File: src/rtl/fifo_uart_pkg.sv
// Shared definitions for the FIFO-draining UART transmitter: FSM states,
// record-terminator bytes and the clock-to-baud divider helper.
package fifo_uart_pkg;

   typedef enum logic [2:0] {
      S_IDLE  = 3'd0,
      S_READ  = 3'd1,
      S_LOAD  = 3'd2,
      S_START = 3'd3,
      S_DATA  = 3'd4,
      S_STOP  = 3'd5
   } state_t;

   localparam logic [7:0] LF = 8'h0A;
   localparam logic [7:0] CR = 8'h0D;

   // Integer truncation; no fractional-baud correction is attempted.
   function automatic int calc_baud_div(input int clk_freq, input int baud);
      return clk_freq / baud;
   endfunction

endpackage

File: src/rtl/uart_baud_cnt.sv
// Bit-period timer: emits a one-cycle tick on the last clock of every
// BAUD_DIV-clock bit period; clear restarts the period from zero.
module uart_baud_cnt #(
   parameter int BAUD_DIV = 434
) (
   input  logic clk,
   input  logic reset_n,
   input  logic clear,
   output logic tick
);

   localparam logic [15:0] LAST = 16'(BAUD_DIV - 1);

   logic [15:0] cnt;

   always_ff @(posedge clk) begin
      if (!reset_n || clear) begin
         cnt <= '0;
      end else if (cnt == LAST) begin
         cnt <= '0;
      end else begin
         cnt <= cnt + 16'd1;
      end
   end

   assign tick = (cnt == LAST);

endmodule

File: src/rtl/fifo_uart_tx.sv
// Pops bytes from the show-ahead-off sample FIFO and sends each one as an
// 8-bit, no-parity UART frame; pulses line_done when a record-ending LF leaves.
module fifo_uart_tx
   import fifo_uart_pkg::*;
#(
   parameter int CLK_FREQ  = 50_000_000,
   parameter int BAUD      = 115200,
   parameter int BAUD_DIV  = calc_baud_div(CLK_FREQ, BAUD),
   parameter int STOP_BITS = 1
) (
   input  logic        clk,
   input  logic        reset_n,
   input  logic        tx_en,
   input  logic        fifo_empty,
   input  logic [7:0]  fifo_q,
   output logic        fifo_rdreq,
   output logic        uart_txd,
   output logic        busy,
   output logic        line_done,
   output logic [15:0] byte_cnt
);

   localparam logic [2:0] STOP_LAST = 3'(STOP_BITS - 1);

   state_t      state, state_nx;
   logic        tick, clear, stop_last;
   logic        txd_q, line_done_q;
   logic [7:0]  shift_q;
   logic [2:0]  bit_cnt;
   logic [15:0] byte_cnt_q;

   assign stop_last = (bit_cnt == STOP_LAST);
   assign clear     = (state_nx != state);

   uart_baud_cnt #(.BAUD_DIV(BAUD_DIV)) u_baud (
      .clk     (clk),
      .reset_n (reset_n),
      .clear   (clear),
      .tick    (tick)
   );

   always_ff @(posedge clk) begin
      if (!reset_n) begin
         state <= S_IDLE;
      end else begin
         state <= state_nx;
      end
   end

   always_comb begin
      state_nx = state;
      case (state)
         S_IDLE:  if (tx_en && !fifo_empty) state_nx = S_READ;
         S_READ:  state_nx = S_LOAD;
         S_LOAD:  state_nx = S_START;
         S_START: if (tick) state_nx = S_DATA;
         S_DATA:  if (tick && bit_cnt == 3'd7) state_nx = S_STOP;
         S_STOP:  if (tick && stop_last) state_nx = S_IDLE;
         default: state_nx = S_IDLE;
      endcase
   end

   always_comb begin
      fifo_rdreq = (state == S_READ);
      busy       = (state != S_IDLE);
   end

   // The shift register rotates rather than shifts, so after the eighth
   // rotation it holds the original byte again for the LF compare at stop end.
   always_ff @(posedge clk) begin
      if (!reset_n) begin
         txd_q       <= 1'b1;
         shift_q     <= '0;
         bit_cnt     <= '0;
         byte_cnt_q  <= '0;
         line_done_q <= 1'b0;
      end else begin
         line_done_q <= 1'b0;
         case (state)
            S_LOAD: begin
               shift_q <= fifo_q;
               txd_q   <= 1'b0;
               bit_cnt <= '0;
            end
            S_START: begin
               if (tick) begin
                  txd_q   <= shift_q[0];
                  shift_q <= {shift_q[0], shift_q[7:1]};
               end
            end
            S_DATA: begin
               if (tick) begin
                  if (bit_cnt == 3'd7) begin
                     txd_q   <= 1'b1;
                     bit_cnt <= '0;
                  end else begin
                     txd_q   <= shift_q[0];
                     shift_q <= {shift_q[0], shift_q[7:1]};
                     bit_cnt <= bit_cnt + 3'd1;
                  end
               end
            end
            S_STOP: begin
               if (tick) begin
                  if (stop_last) begin
                     byte_cnt_q  <= byte_cnt_q + 16'd1;
                     line_done_q <= (shift_q == LF);
                  end else begin
                     bit_cnt <= bit_cnt + 3'd1;
                  end
               end
            end
            default: ;
         endcase
      end
   end

   assign uart_txd  = txd_q;
   assign line_done = line_done_q;
   assign byte_cnt  = byte_cnt_q;

endmodule

File: config.mk
export PLATFORM = sky130hd
export DESIGN_NAME = fifo_uart_tx
export DESIGN_NICKNAME = d
export VERILOG_FILES = /design/src/rtl/fifo_uart_pkg.sv /design/src/rtl/uart_baud_cnt.sv /design/src/rtl/fifo_uart_tx.sv
export SDC_FILE = /design/constraint.sdc
export NUM_CORES = 1
export LEC_CHECK = 0
export CORE_MARGIN = 3
export CORE_UTILIZATION = 55
export DETAILED_ROUTE_END_ITERATION = 10
export HOLD_SLACK_MARGIN = 0.15
export PLACE_DENSITY = 0.81
export SLEW_MARGIN = 20
export SYNTH_ARGS = -nofsm -noshare
export SYNTH_HDL_FRONTEND = slang
export SYNTH_SLANG_ARGS = --single-unit
File: constraint.sdc
create_clock -name clk -period 2.2 [get_ports clk]
set_clock_uncertainty 0.05 [all_clocks]
set_input_delay 0.33 -clock clk [delete_from_list [all_inputs] [get_ports clk]]
set_output_delay 0.33 -clock clk [all_outputs]
set_load 0.1 [all_outputs]
Yosys cells after proc, flatten, opt, wreduce, memory -nomap -nowiden
Index checks and enable logic that the tools add are counted.
Widths: inputs -> output; s select.
- add/sub/neg operators: 3
- eq/ne operators: 14
- mux-type cells: 18
- reductions and logical operators: 17
- operator list (operator ; number):
    $add 16x1->16 const B ; 2
    $mux 3 ; 8
    $mux 8 ; 3
    $pmux 8 s3 ; 1
    $pmux 3 s6 ; 1
    $eq 16x9->1 const B ; 1
    $reduce_and 4->1 ; 3
    $ne 2x2->1 const B ; 5
    $eq 3x3->1 const B ; 3
    $pmux 3 s3 ; 1
    $reduce_bool 3->1 ; 3
    $eq 8x4->1 const B ; 1
    $eq 3x2->1 const B ; 2
    $logic_not 3->1 ; 2
    $reduce_and 3->1 ; 2
    $add 3x1->3 const B ; 1
    $eq 3x1->1 const B ; 1
    $logic_and 1x1->1 ; 3
    $mux 1 ; 3
    $ne 3x3->1 ; 1
    $pmux 1 s3 ; 1
    $logic_not 1->1 ; 2
    $reduce_or 2->1 ; 1
    $logic_or 1x1->1 ; 1
- register bits: 48
- bits of input ports: 12
- output and inout bits: 20
- logic and storage cells: 59

Logic depth before layout (Yosys ltp)
- word-level depth: 7
- mapped depth: 9
- gate-level depth less buffers: 7

Cells and area by module
A second synthesis with hierarchy kept.
- cell total of the unflattened synthesis: 279
- area total of the unflattened synthesis: 2429.8 um^2
- modules (own cells, without submodules) (module ; times used ; cells each ; area an instance (um^2) ; sequential area each (um^2)):
    fifo_uart_tx ; 1 ; 197 ; 1672.9 ; 640.6
    uart_baud_cnt ; 1 ; 82 ; 757.0 ; 320.3

Worst setup path after synthesis
No wires, ideal clock.
- path type: flip-flop to output port
- start: register state[0]
- end: output port fifo_rdreq
- data arrival time: 2.586 ns
- required time: 1.820 ns
- path slack: -0.766 ns
- cell stages (with the launch flop): 4
- path buffers: 1
- cells stage by stage: dfxtp_1 -> buf_2 -> inv_1 -> nor3_1
- longest elaborated chain between the ends: 1
- ends and longest elaborated chain (item ; line ; source):
    from (decl) ; fifo_uart_tx.sv:25 ; state_t state, state_nx;
    from (signal assigned) ; fifo_uart_tx.sv:46 ; state <= state_nx;
    $eq 3x1->1 ; fifo_uart_tx.sv:64 ; fifo_rdreq = (state == S_READ);
    to (decl) ; fifo_uart_tx.sv:16 ; output logic fifo_rdreq,
No other way between the ends.

Final worst setup path
- start: register u_baud.cnt[0]
- end: register byte_cnt_q[14], in the netlist byte_cnt[14]
- longest elaborated chain between the ends: 2
- ends and longest elaborated chain (item ; line ; source):
    from (decl) ; uart_baud_cnt.sv:14 ; logic [15:0] cnt;
    from (signal assigned) ; uart_baud_cnt.sv:22 ; cnt <= cnt + 16'd1;
    $eq 16x9->1 ; uart_baud_cnt.sv:26 ; assign tick = (cnt == LAST);
    $reduce_and 3->1 (no source line) ; n/a ;
    to (signal assigned) ; fifo_uart_tx.sv:106 ; byte_cnt_q <= byte_cnt_q + 16'd1;
    to (decl) ; fifo_uart_tx.sv:30 ; logic [15:0] byte_cnt_q;
No other way between the ends.
A chain may end at the register's enable or synchronous reset.

==> impl_metrics.csv <==
group,metric,value,unit
run_status,outcome,"finished, final reports clean",
logic_synthesis,netlist_instances,278,
clock_network,numCtsBuffers,5,
critical_path,path_class,"reg2reg",
hold_path,hold_class,"reg2reg",
layout,fin_nets,331,
logic_synthesis,ys_seq_area_share,39.7,%
route,routed_wl,4.97,mm
floorplan,dieArea,5240,sq um
logic_synthesis,synth_top_area_share,39.7,%
route,remaining_drc_errors,0,
clock_network,clock_sinks,48,
run,max_cap_violations,0,
sta,maxSlewViolCount,0,
sta,hold_violations,0,
logic_synthesis,yosysUniqueCellTypes,41,
route,vias,2094,
floorplan,die_w,72.4,microns
global_routing,grt_antenna_before_repair,0,
placed_design,port_buffers,31,
logic_synthesis,yosys_warnings,0,
floorplan,rows,23,
global_routing,grt_first_pass_wirelength,8.74,mm
logic_synthesis,async_reset_ff_share,0,%
layout,nFillCells,337,
global_routing,grt_pass1_vias,1949,
route,viasPerCell,5.75,
logic_synthesis,syn_area_per_cell,8.71,sq um
clock_network,htree_levels,2,
placed_design,globalplace.congestion,0.772,
sta,fin_crit,2.04,ns
route,top_layer,"met4",
logic_synthesis,yosys-top-cells-area,"dfxtp_1 40%, nor2_1 4.0%, xnor2_1 4.0%",
global_routing,grt-ovfl-total,0,
logic_synthesis,yosys.area.top_type,"dfxtp_1",
logic_synthesis,synth-main-ff-cell,"dfxtp_1",
power_and_ir_drop,irDropWorstVdd,0.000414,V
clock_network,root_buffer,"clkbuf_8",
clock_network,clockBufferDepth,2,
layout,regArea,977,sq um
route,wire_per_inst,13.6,microns
floorplan,core_area,4120,sq um
global_routing,grtUsageTotal,20.9,%
layout,drive_gt1_share,18.8,%
route,initialDrtViolationCount,111,
clock_network,clk_latency,0.31,ns
critical_path,worstPathMaxFanout,8,
placed_design,dp_cells,356,
route,drt-met1-wl,2.29,mm
sta,period_share,92.9,%
layout,final_core_util,71.5,%
route,met3_length,184,microns
critical_path,arrival,2.24,ns
layout,fin_cells,364,
route,first_pass_iters,5,
critical_path,required,2.40,ns
clock_network,cts_tree,"done",
logic_synthesis,synth_edf_count,0,
layout,final_cell_area,2940,sq um
logic_synthesis,ys_seq_elements,48,
sta,tightestPinTransition,0.513,ns
route,drt.antenna.violating_nets,0,
power_and_ir_drop,power.leakage,1.10,nW
clock_network,path_clk_slew,0.09,ns
placed_design,placed_area,2810,sq um
floorplan,io_pins,32,
sta,hold_ws,0.450,ns
placed_design,post-dp-hpwl,3.62,mm
layout,antennaDiodeCount,0,
clock_network,ctsHoldBuffers,0,
sta,tns,0,ns
floorplan,die_y,72.4,microns
logic_synthesis,synth_common_cells,"48 x dfxtp_1, 26 x nor2_1, 20 x nand2_1",
sta,setup_viol,0,
critical_path,crit_path_start_kind,"flop",
critical_path,cp-end-kind,"flop",
floorplan,start_util,58.9,%
route,wl_met2,2.42,mm
sta,rsz0062_at_grt,"no",
layout,area_growth,21.5,%
power_and_ir_drop,power.density,599,nW/um^2
global_routing,grt_max_degree,33,
logic_synthesis,syn_area,2420,sq um
sta,max_freq,489,MHz
logic_synthesis,synth_most_common_cell,"dfxtp_1",
logic_synthesis,syn-num-nets,296,
sta,relSlewSlack,65.5,%
layout,multiInputGateArea,1390,sq um
## critical path: stages (launching register included)
cell and delay [ns]:
dfxtp_1 0.41, ha_1 0.18, nor4b_4 0.30, nand4_2 0.15, or3_4 0.44, or3_1 0.32, a21boi_1 0.14
## flip-flops by register name, indices dropped and copies added, names as in the netlist
signal	flops
bit_cnt	3
byte_cnt	16
line_done	1
shift_q	8
state	3
u_baud.cnt	16
uart_txd	1
## timing repair
action / 4_1_cts / 5_1_grt
setup buffers: 0 / 0
setup endpoints to repair: 0 / 3
resized for setup: 0 / 3
## metal layers
layer	GRT usage, %	vias up
li1	-	1057
met1	26.0	984
met2	35.5	44
met3	4.85	9
met4	6.89	0
met5	0	-
## layout by cell type (no fill, tap or decap), drive strengths merged, types with 2 or more instances in the layout
cell type / n
dfxtp: 48
ha: 6
clkbuf: 6
xnor2: 11
and3: 3
a31oi: 3
a21boi: 5
or3: 5
inv: 9
o21a: 9
nor2b: 7
nand3b: 3
nor4: 8
and4: 3
nor2: 26
buf: 30
a21oi: 12
nand3: 13
clkdlybuf4s50: 11
o31ai: 8
nand4: 12
o211ai: 2
and2: 7
nand2: 20
and3b: 2
nor3: 7
xor2: 11
nand2b: 2
o31a: 2
mux2i: 9
o21ai: 8
## power by group
| group | switching [W] | internal, W |
|---|---|---|
| registers | 0.0000204 | 0.000886 |
| logic | 0.000109 | 0.0000783 |
| clock network | 0.000300 | 0.000372 |
## cell families after synthesis
logic type / synth area share [%]
buffers and inverters: 3.67
AOI/OAI and AO/OA: 13.5
and+or+nand+nor: 28.4
adders and majority gates: 3.10
xor gates and xnor gates: 7.95
muxes: 3.72
DFF: 39.7
## layout make-up
type,instances,area share [%]
clock inverters,2,1.32
multi-input cells,208,47.2
flip-flops and latches,48,33.2
repair buffers,41,12.2
clock buffers,6,2.80
inverters,9,1.15
well taps,50,2.12
## final timing paths
kind / from / to / slack [ns] / cells past startpoint
min: bit_cnt[2] / bit_cnt[2] / 0.45 / 2
max reg2reg: u_baud.cnt[0] / byte_cnt[14] / 0.16 / 6
min reg2reg: bit_cnt[2] / bit_cnt[2] / 0.45 / 2
max: u_baud.cnt[0] / byte_cnt[14] / 0.16 / 6
## stage by stage
stage          setup slack, ns  power, W
2_1_floorplan           0.0887   0.00105
3_3_place_gp             0.219   0.00111
3_5_place_dp             0.131   0.00111
4_1_cts                 0.0843   0.00178
5_1_grt                0.00881   0.00183
6_report                 0.156   0.00176
Power figures use the tool's default switching activity.
